==> src/rtl/wave_sweep_ctrl_pkg.sv <==
// Shared types for the DDS sweep sequencer: FSM states, sweep modes and
// waveform select codes of the wave generator.
package wave_ctrl_pkg;

    typedef enum logic [1:0] {
        ST_IDLE = 2'd0,
        ST_UP   = 2'd1,
        ST_DOWN = 2'd2
    } state_t;

    typedef enum logic {
        MODE_RAMP = 1'b0,
        MODE_TRI  = 1'b1
    } mode_t;

    typedef enum logic [1:0] {
        SINE   = 2'd0,
        TRI    = 2'd1,
        SQUARE = 2'd2,
        SAW    = 2'd3
    } wave_t;

    // Waveform order after a completed sweep; SAW wraps back to SINE.
    function automatic logic [1:0] next_wave(input logic [1:0] w);
        return (w == SAW) ? SINE : (w + 2'd1);
    endfunction

endpackage

==> src/rtl/wave_sweep_ctrl_if.sv <==
// Control/status bundle between the switch/button front end and the sweep
// sequencer; the sequencer side uses the slave modport.
interface wave_sweep_ctrl_if #(
    parameter int DWELL_W = 16
);
    logic               start;
    logic               stop;
    logic               sweep_mode;
    logic               auto_wave;
    logic [1:0]         wave_sel_in;
    logic [7:0]         f_start;
    logic [7:0]         f_stop;
    logic [7:0]         f_step;
    logic [DWELL_W-1:0] dwell;
    logic [7:0]         freq_ctrl;
    logic [1:0]         sw;
    logic               busy;
    logic               sweep_done;
    logic               cfg_err;

    modport master (
        output start, stop, sweep_mode, auto_wave, wave_sel_in,
               f_start, f_stop, f_step, dwell,
        input  freq_ctrl, sw, busy, sweep_done, cfg_err
    );

    modport slave (
        input  start, stop, sweep_mode, auto_wave, wave_sel_in,
               f_start, f_stop, f_step, dwell,
        output freq_ctrl, sw, busy, sweep_done, cfg_err
    );
endinterface

==> src/rtl/wave_sweep_ctrl_dwell_timer.sv <==
// Dwell timer: counts 0..dwell_l while running and flags the step event in
// the cycle the count reaches dwell_l, so each frequency is held dwell_l+1 cycles.
module dwell_timer #(
    parameter int DWELL_W = 16
) (
    input  logic               clk_100kHz,
    input  logic               rst_,
    input  logic               clear,
    input  logic               run,
    input  logic [DWELL_W-1:0] dwell_l,
    output logic               step_evt
);
    logic [DWELL_W-1:0] dwell_cnt;

    assign step_evt = run && (dwell_cnt == dwell_l);

    always_ff @(posedge clk_100kHz or posedge rst_) begin
        if (rst_) begin
            dwell_cnt <= '0;
        end else if (clear) begin
            dwell_cnt <= '0;
        end else if (run) begin
            dwell_cnt <= step_evt ? '0 : (dwell_cnt + 1'b1);
        end
    end
endmodule

==> src/rtl/wave_sweep_ctrl.sv <==
// Sweep sequencer for the DDS wave generator: manual waveform pass-through in
// IDLE, ramp or triangle frequency sweep with per-step dwell when running.
module wave_sweep_ctrl
    import wave_ctrl_pkg::*;
#(
    parameter int DWELL_W = 16
) (
    input  logic        clk_100kHz,
    input  logic        rst_,
    wave_sweep_ctrl_if.slave bus
);
    // state   | meaning
    // --------+-------------------------------------------------------------
    // ST_IDLE | sw follows wave_sel_in, freq_ctrl frozen, waiting for start
    // ST_UP   | stepping freq_ctrl up from f_start_l towards f_stop_l
    // ST_DOWN | triangle mode only: stepping back down towards f_start_l

    state_t             state;
    mode_t              mode_l;
    logic               auto_wave_l;
    logic [7:0]         f_start_l;
    logic [7:0]         f_stop_l;
    logic [7:0]         f_step_l;
    logic [DWELL_W-1:0] dwell_l;

    logic [7:0]         freq_q;
    logic [1:0]         sw_q;
    logic               busy_q;
    logic               done_q;
    logic               err_q;

    logic               cfg_ok;
    logic               accept;
    logic               step_evt;
    logic [8:0]         next_up;
    logic [8:0]         next_dn;
    logic [1:0]         sw_adv;

    assign cfg_ok  = (bus.f_start <= bus.f_stop) && (bus.f_step != 8'd0);
    assign accept  = bus.start && !bus.stop && cfg_ok;
    // Ninth bit keeps the carry/borrow so an 8-bit wrap is never mistaken
    // for an in-range frequency.
    assign next_up = {1'b0, freq_q} + {1'b0, f_step_l};
    assign next_dn = {1'b0, freq_q} - {1'b0, f_step_l};
    assign sw_adv  = auto_wave_l ? next_wave(sw_q) : sw_q;

    dwell_timer #(.DWELL_W(DWELL_W)) u_dwell_timer (
        .clk_100kHz (clk_100kHz),
        .rst_       (rst_),
        .clear      (accept || bus.stop),
        .run        (state != ST_IDLE),
        .dwell_l    (dwell_l),
        .step_evt   (step_evt)
    );

    always_ff @(posedge clk_100kHz or posedge rst_) begin
        if (rst_) begin
            state       <= ST_IDLE;
            mode_l      <= MODE_RAMP;
            auto_wave_l <= 1'b0;
            f_start_l   <= 8'd0;
            f_stop_l    <= 8'd0;
            f_step_l    <= 8'd0;
            dwell_l     <= '0;
            freq_q      <= 8'd0;
            sw_q        <= 2'd0;
            busy_q      <= 1'b0;
            done_q      <= 1'b0;
            err_q       <= 1'b0;
        end else begin
            done_q <= 1'b0;
            err_q  <= 1'b0;
            if (bus.stop) begin
                state  <= ST_IDLE;
                busy_q <= 1'b0;
            end else if (accept) begin
                state       <= ST_UP;
                busy_q      <= 1'b1;
                mode_l      <= mode_t'(bus.sweep_mode);
                auto_wave_l <= bus.auto_wave;
                f_start_l   <= bus.f_start;
                f_stop_l    <= bus.f_stop;
                f_step_l    <= bus.f_step;
                dwell_l     <= bus.dwell;
                freq_q      <= bus.f_start;
                sw_q        <= bus.wave_sel_in;
            end else begin
                // A start that reaches here had a bad config; any sweep keeps running.
                err_q <= bus.start;
                case (state)
                    ST_IDLE: begin
                        sw_q   <= bus.wave_sel_in;
                        busy_q <= 1'b0;
                    end
                    ST_UP: begin
                        if (step_evt) begin
                            if (next_up <= {1'b0, f_stop_l}) begin
                                freq_q <= next_up[7:0];
                            end else if (mode_l == MODE_RAMP) begin
                                freq_q <= f_start_l;
                                done_q <= 1'b1;
                                sw_q   <= sw_adv;
                            end else begin
                                state <= ST_DOWN;
                            end
                        end
                    end
                    ST_DOWN: begin
                        if (step_evt) begin
                            if (!next_dn[8] && (next_dn[7:0] >= f_start_l)) begin
                                freq_q <= next_dn[7:0];
                            end else begin
                                freq_q <= f_start_l;
                                done_q <= 1'b1;
                                sw_q   <= sw_adv;
                                state  <= ST_UP;
                            end
                        end
                    end
                    default: begin
                        state  <= ST_IDLE;
                        busy_q <= 1'b0;
                    end
                endcase
            end
        end
    end

    assign bus.freq_ctrl  = freq_q;
    assign bus.sw         = sw_q;
    assign bus.busy       = busy_q;
    assign bus.sweep_done = done_q;
    assign bus.cfg_err    = err_q;
endmodule
==> src/flat_wrapper.sv <==
// flat-port wrapper written by rule: the top's interface ports become plain ports
module wave_sweep_ctrl_flat import wave_ctrl_pkg::*;
#(
    parameter int DWELL_W = 16
)
  (clk_100kHz, rst_, bus_start, bus_stop, bus_sweep_mode, bus_auto_wave, bus_wave_sel_in, bus_f_start, bus_f_stop, bus_f_step, bus_dwell, bus_freq_ctrl, bus_sw, bus_busy, bus_sweep_done, bus_cfg_err);
  wave_sweep_ctrl_if #(.DWELL_W(DWELL_W)) bus_i ();
  input  logic clk_100kHz;
  input  logic rst_;
  input wire logic [$bits(bus_i.start)-1:0] bus_start;
  input wire logic [$bits(bus_i.stop)-1:0] bus_stop;
  input wire logic [$bits(bus_i.sweep_mode)-1:0] bus_sweep_mode;
  input wire logic [$bits(bus_i.auto_wave)-1:0] bus_auto_wave;
  input wire logic [$bits(bus_i.wave_sel_in)-1:0] bus_wave_sel_in;
  input wire logic [$bits(bus_i.f_start)-1:0] bus_f_start;
  input wire logic [$bits(bus_i.f_stop)-1:0] bus_f_stop;
  input wire logic [$bits(bus_i.f_step)-1:0] bus_f_step;
  input wire logic [$bits(bus_i.dwell)-1:0] bus_dwell;
  output wire logic [$bits(bus_i.freq_ctrl)-1:0] bus_freq_ctrl;
  output wire logic [$bits(bus_i.sw)-1:0] bus_sw;
  output wire logic [$bits(bus_i.busy)-1:0] bus_busy;
  output wire logic [$bits(bus_i.sweep_done)-1:0] bus_sweep_done;
  output wire logic [$bits(bus_i.cfg_err)-1:0] bus_cfg_err;
  assign bus_i.start = bus_start;
  assign bus_i.stop = bus_stop;
  assign bus_i.sweep_mode = bus_sweep_mode;
  assign bus_i.auto_wave = bus_auto_wave;
  assign bus_i.wave_sel_in = bus_wave_sel_in;
  assign bus_i.f_start = bus_f_start;
  assign bus_i.f_stop = bus_f_stop;
  assign bus_i.f_step = bus_f_step;
  assign bus_i.dwell = bus_dwell;
  assign bus_freq_ctrl = bus_i.freq_ctrl;
  assign bus_sw = bus_i.sw;
  assign bus_busy = bus_i.busy;
  assign bus_sweep_done = bus_i.sweep_done;
  assign bus_cfg_err = bus_i.cfg_err;
  wave_sweep_ctrl #(.DWELL_W(DWELL_W)) u_core (.clk_100kHz(clk_100kHz), .rst_(rst_), .bus(bus_i));
endmodule
==> config.mk <==
export PLATFORM = sky130hd
export DESIGN_NAME = wave_sweep_ctrl_flat
export DESIGN_NICKNAME = d
export VERILOG_FILES = /design/src/rtl/wave_sweep_ctrl_pkg.sv /design/src/rtl/wave_sweep_ctrl_if.sv /design/src/rtl/wave_sweep_ctrl_dwell_timer.sv /design/src/rtl/wave_sweep_ctrl.sv /design/src/flat_wrapper.sv
export SDC_FILE = /design/constraint.sdc
export NUM_CORES = 1
export LEC_CHECK = 0
export CAP_MARGIN = 20
export CORE_MARGIN = 5
export CORE_UTILIZATION = 37
export DETAILED_ROUTE_END_ITERATION = 16
export GPL_TIMING_DRIVEN = 0
export PLACE_DENSITY_LB_ADDON = 0.3
export SLEW_MARGIN = 20
export SYNTH_ARGS = -nofsm -noshare
export SYNTH_HDL_FRONTEND = slang
export SYNTH_HIERARCHICAL = 1
export SYNTH_SLANG_ARGS = --single-unit
==> constraint.sdc <==
create_clock -name clk_100kHz -period 5.1 [get_ports clk_100kHz]
set_input_delay 0.51 -clock clk_100kHz [delete_from_list [all_inputs] [get_ports clk_100kHz]]
set_output_delay 0.51 -clock clk_100kHz [all_outputs]
set_load 0.1 [all_outputs]
==> Word level (Yosys, flattened, before mapping) <==
Cells that the tools add are included.
{ "word_totals": {"rom_bits": 0, "latchBits": 0, "out_inout_bits": 13, "regBits": 73, "mem_count": 0, "ramBits": 0} }
{ "op_classes": {"eq_ne": 17, "n_lt_le_gt_ge": 3, "n_addsub": 4, "shift": 0, "n_bitwise": 1, "mux": 40, "n_div": 0, "multipliers": 0, "reduce_logical": 19} }
{ "ops": {"columns": ["operator", "n"], "rows": [
  ["$mux W16", 3],
  ["$mux W8", 6],
  ["$mux W2", 15],
  ["$add A16 B1 Y16 const B", 1],
  ["$eq A16 B16 Y1", 1],
  ["$ne A4 B3 Y1 const B", 4],
  ["$pmux W8 S2", 1],
  ["$ne A3 B2 Y1 const B", 5],
  ["$mux W1", 12],
  ["$pmux W2 S3", 2],
  ["$add A8 B8 Y9", 1],
  ["$le A9 B8 Y1", 1],
  ["$sub A8 B8 Y9", 1],
  ["$ge A8 B8 Y1", 1],
  ["$le A8 B8 Y1", 1],
  ["$reduce_bool A8 Y1", 1],
  ["$reduce_and A7 Y1", 1],
  ["$reduce_and A6 Y1", 1],
  ["$logic_and A1 B1 Y1", 5],
  ["$reduce_and A5 Y1", 1],
  ["$eq A2 B2 Y1 const B", 2],
  ["$ne A4 B2 Y1 const B", 1],
  ["$ne A4 B4 Y1 const B", 1],
  ["$reduce_bool A2 Y1", 2],
  ["13 further kinds", 14]
]} }

==> Longest topological paths before layout <==
{ "depth": {"ltp_word": 8, "mapped_depth": 17, "mapped_depth_nobuf": 16} }

==> By module <==
The synthesis kept the hierarchy.
{ "modules_own_cells": {"columns": ["mod", "area_per_inst_um2", "cells_each", "instances"], "rows": [
  ["wave_sweep_ctrl", 3875.0, 408, 1],
  ["dwell_timer", 1081.0, 112, 1]
]} }

==> Worst setup path before layout <==
Ideal clock, no wire load.
{ "synth_path": {"path_kind": "register -> register", "startpoint": "register u_core.freq_q[0], in the netlist u_core/bus.freq_ctrl[0]", "endpoint": "register u_core.freq_q[2], in the netlist u_core/bus.freq_ctrl[2]", "setup_slack_ns": 0.598, "path_stages_with_launch": 17, "setup_ns": 0.126, "arrival_ns": 4.376, "path_buffers": 0, "synth_period_minus_slack_ns": 4.502, "cell_sequence": "dfrtp_1 -> ha_1 -> inv_1 -> fa_1 -> o21ba_1 -> or4_1 -> nand2_1 -> nor2_1 -> xnor2_1 -> ha_1 -> nand2_1 -> or3_1 -> a21oi_1 -> o21ai_4 -> a311oi_4 -> nor2_1 -> a221o_1"} }
{ "synth_between": {"elab_chain_cells": 7, "elab_cells_between_ends": 14, "cone_classes": "add/sub: 2; order compare: 2; eq/ne: 1; mux: 6; reduce/logical: 3"} }
{ "synth_lines": {"columns": ["element", "line_no", "source"], "rows": [
  ["start: declaration", "wave_sweep_ctrl.sv:26", "logic [7:0] freq_q;"],
  ["start signal: assignment", "wave_sweep_ctrl.sv:85", "freq_q <= bus.f_start;"],
  ["start signal: assignment", "wave_sweep_ctrl.sv:98", "freq_q <= next_up[7:0];"],
  ["start signal: assignment", "wave_sweep_ctrl.sv:100", "freq_q <= f_start_l;"],
  ["$sub A8 B8 Y9", "wave_sweep_ctrl.sv:44", "assign next_dn = {1'b0, freq_q} - {1'b0, f_step_l};"],
  ["$ge A8 B8 Y1 / $logic_not A1 Y1 (equally long branches)", "wave_sweep_ctrl.sv:110", "if (!next_dn[8] && (next_dn[7:0] >= f_start_l)) begin"],
  ["$logic_and A1 B1 Y1", "wave_sweep_ctrl.sv:110", null],
  ["$mux W8", "wave_sweep_ctrl.sv:110", null],
  ["$mux W8", "wave_sweep_ctrl.sv:109", "if (step_evt) begin"],
  ["$pmux W8 S2", "wave_sweep_ctrl.sv:90", "case (state)"],
  ["$mux W8", "wave_sweep_ctrl.sv:76", "end else if (accept) begin"]
]} }
Parallel ways exist; a longest one is shown, timed or not. The select of a mux whose other input is x is not followed.
A chain may end at the register's enable or synchronous reset.

==> Worst setup path in the final report <==
Ends and elaborated chain as after synthesis.

==> results.sh <==
export IMPL_cap_violations=0
export IMPL_fin_crit_sh_pct=86.9
export IMPL_crit_path_max_fanout=10
export IMPL_dieWidth_um=126
export IMPL_synth_edf_count=0
export IMPL_ant_nets=0
export IMPL_syn_nets=616
export IMPL_r2r_slack_ns=0.67
export IMPL_fp_dieArea_sq_um=15800
export IMPL_ys_types=65
export IMPL_root_buffer="clkbuf_16"
export IMPL_ys_seq_area_share_pct=36.9
export IMPL_skew_ns=0.00618
export IMPL_dp_cells=757
export IMPL_start_util_pct=37.6
export IMPL_startpoint_type="flop"
export IMPL_slew_violations=0
export IMPL_synth_top_area_share_pct=36.9
export IMPL_synthesis_area_sq_um=4960
export IMPL_grt_total_usage_pct=17.4
export IMPL_fin_ws_ns=0.667
export IMPL_cts_tree="yes"
export IMPL_fin_util_pct=46.5
export IMPL_top_usage_layer="met2"
export IMPL_antenna_cells=0
export IMPL_drive_gt1_share_pct=11.2
export IMPL_synth_area_leaders="dfrtp_1 37%, ha_1 12%, mux2_2 5.7%, xnor2_1 5.7%, inv_1 4.2%"
export IMPL_switchingPower_mw=1.53
export IMPL_cts_inserted_buffers=9
export IMPL_clk_insertion_delay_late_ns=0.34
export IMPL_routed_wl_mm=13.5
export IMPL_area_growth_pct=23.7
export IMPL_outcome="finished, final reports clean"
export IMPL_drc=0
export IMPL_fmax_mhz=226
export IMPL_fp_coreArea_sq_um=13200
export IMPL_clkPwrFrac_pct=20.8
export IMPL_netSwitchingFraction_pct=45.1
export IMPL_met1_usage_pct=25.1
export IMPL_via_count=4117
export IMPL_syn_inst=520
export IMPL_sequentialPowerShare_pct=23.0
export IMPL_r2r_cells=16
export IMPL_rr_endpoint="u_core/bus.freq_ctrl[2]"
export IMPL_globalplace_congestion=0.909
export IMPL_fill_cells=1215
export IMPL_grt_pass1_vias=4151
export IMPL_layout_min_cycle_time_ns=4.43
export IMPL_crit_path_end_kind="flop"
export IMPL_synthFlopType="dfrtp_1"
export IMPL_worst_pin_slew_ns=0.984
export IMPL_post_cts_resize_count=0
export IMPL_synth_top_area_cell="dfrtp_1"
export IMPL_crit_start="u_core/bus.freq_ctrl[0]"
export IMPL_p_comb_share_pct=56.1
export IMPL_worstPathArrival_ns=4.66
export IMPL_min_path_type="in -> async"
export IMPL_p_leak_nw=2.55
export IMPL_drtIter0Drc=376
export IMPL_antenna_found_initial=0
export IMPL_finalHoldViolations=0
export IMPL_rsz0062_at_grt="false"
export IMPL_final_nets=688
export IMPL_final_setup_viol_count=0
export IMPL_grt_ovfl_total=0
export IMPL_post_cts_setup_buffers=0
export IMPL_internal_power_mw=1.87
export IMPL_grt_max_degree=32
export IMPL_use_met2_pct=26.1
export IMPL_via_per_inst=5.33
export IMPL_stdcell_count=773
export IMPL_wl_per_cell_um=17.5
export IMPL_r2r_start="u_core/bus.freq_ctrl[0]"
export IMPL_critical_path_required_ns=5.33
export IMPL_final_common_cell="dfrtp_1"
export IMPL_mostFrequentLayoutCells="73 x dfrtp_1, 60 x clkdlybuf4s50_1, 54 x inv_1"
export IMPL_yosysWarnings=6
export IMPL_critical_path_class="reg -> reg"
export IMPL_ios=61
export IMPL_fin_hold_ws_ns=0.523
export IMPL_grt_pass1_wl_mm=22.0
export IMPL_dr_pass1_iters=5
export IMPL_use_met3_pct=3.26
export IMPL_clock_path_buffers=2
export IMPL_portBuffers=60
export IMPL_syn_avg_cell_area_sq_um=9.53
export IMPL_hpwl_mm=10.4
export IMPL_p_per_area_nw_per_um2=555
export IMPL_num_rows=42
export IMPL_htree_levels=3
export IMPL_ys_ff_latch=73
export IMPL_async_reset_ff_share_pct=100
export IMPL_vdd_drop_max_mv=0.194
export IMPL_clk_pin_slew_ns=0.06
export IMPL_die_h_um=126
export IMPL_slew_headroom_pct=34.2
export IMPL_tns_ns=0
export IMPL_hold_buffers=0
export IMPL_clock_sinks=73
export IMPL_place_ws_ns=0.646
through the flow:
| step | power, mW | instance area, sq um |
|---|---|---|
| after floorplan | 2.20 | 4960 |
| after global placement | 2.61 | 5780 |
| after detailed placement | 2.66 | 5800 |
| after CTS | 3.38 | 6130 |
| after global routing | 3.63 | 6130 |
| final | 3.40 | 6130 |
sequential cells by signal, indices dropped and copies added (netlist names), 2 cells and up:
name / cells
u_core/bus.freq_ctrl: 8
u_core/f_start_l: 8
u_core/u_dwell_timer/dwell_cnt: 16
u_core/dwell_l: 16
u_core/bus.sw: 2
u_core/f_step_l: 8
u_core/f_stop_l: 8
u_core/state: 2
power groups by stage:
stage | Clock, mW | Combinational (mW) | Sequential [mW]
2_1_floorplan | 0 | 1.21 | 0.990
3_3_place_gp | 0 | 1.82 | 0.793
3_5_place_dp | 0 | 1.87 | 0.795
4_1_cts | 0.719 | 1.88 | 0.786
5_1_grt | 0.737 | 2.09 | 0.802
6_report | 0.708 | 1.91 | 0.783
worst max-delay path by stage:
stage                                          to  slack, ns
6_report                  u_core/bus.freq_ctrl[2]       0.67
5_1_grt                   u_core/bus.freq_ctrl[2]       0.50
4_1_cts                   u_core/bus.freq_ctrl[2]       0.73
3_5_place_dp   u_core/u_dwell_timer/dwell_cnt[13]       0.65
3_3_place_gp   u_core/u_dwell_timer/dwell_cnt[14]       0.69
2_1_floorplan             u_core/bus.freq_ctrl[2]       0.60
worst max-delay path: stages, from the launching register on:
cell,delay [ns]
dfrtp_1,0.44
ha_1,0.20
inv_1,0.05
fa_1,0.41
o21ba_1,0.22
or4_1,0.42
nand2_1,0.08
nor2_1,0.05
xnor2_1,0.33
ha_1,0.20
nand2_1,0.06
or3_1,0.35
a21oi_1,0.25
o21ai_4,0.13
a311oi_4,0.60
nor2_1,0.14
a221o_1,0.38
cells in the mapped netlist, types with 5 or more instances:
cell	instances
dfrtp_1	73
inv_1	55
ha_1	46
nand2_1	41
xnor2_1	32
nor2_1	29
o21ai_0	27
mux2_2	25
a21oi_1	21
a211oi_1	14
nor3_1	14
nand3_1	10
o211ai_1	9
nand4_1	8
xor2_1	8
buf_2	7
clkbuf_1	7
nor4_1	6
or3_1	6
mux2i_1	5
routing by layer:
layer	routed length [um]	vias up
li1	-	1977
met1	6450	1974
met2	5930	147
met3	852	19
met4	271	0
met5	0	-
cell families (layout without fill, tap and decap cells):
kind of cell	after synthesis	after routing	share of synthesized area (%)
AOI/OAI and AO/OA	115	115	16.5
DFF	73	73	36.9
adders and majority gates	48	48	12.4
buffers and inverters	76	153	6.21
xor gates and xnor gates	40	40	7.07
muxes	30	30	6.69
and+or+nand+nor	138	138	14.2
layout make-up:
| class | instances | area [sq um] | share of cell area (%) |
|---|---|---|---|
| Inverter | 55 | 209 | 3.41 |
| Clock inverter | 6 | 90.1 | 1.47 |
| Sequential cell | 73 | 1830 | 29.8 |
| Timing Repair Buffer | 61 | 621 | 10.1 |
| Multi-Input combinational cell | 371 | 2820 | 46.0 |
| Clock buffer | 10 | 239 | 3.90 |
| Buffer | 21 | 101 | 1.65 |
| Tap cell | 176 | 220 | 3.59 |
Power figures use the tool's default switching activity.
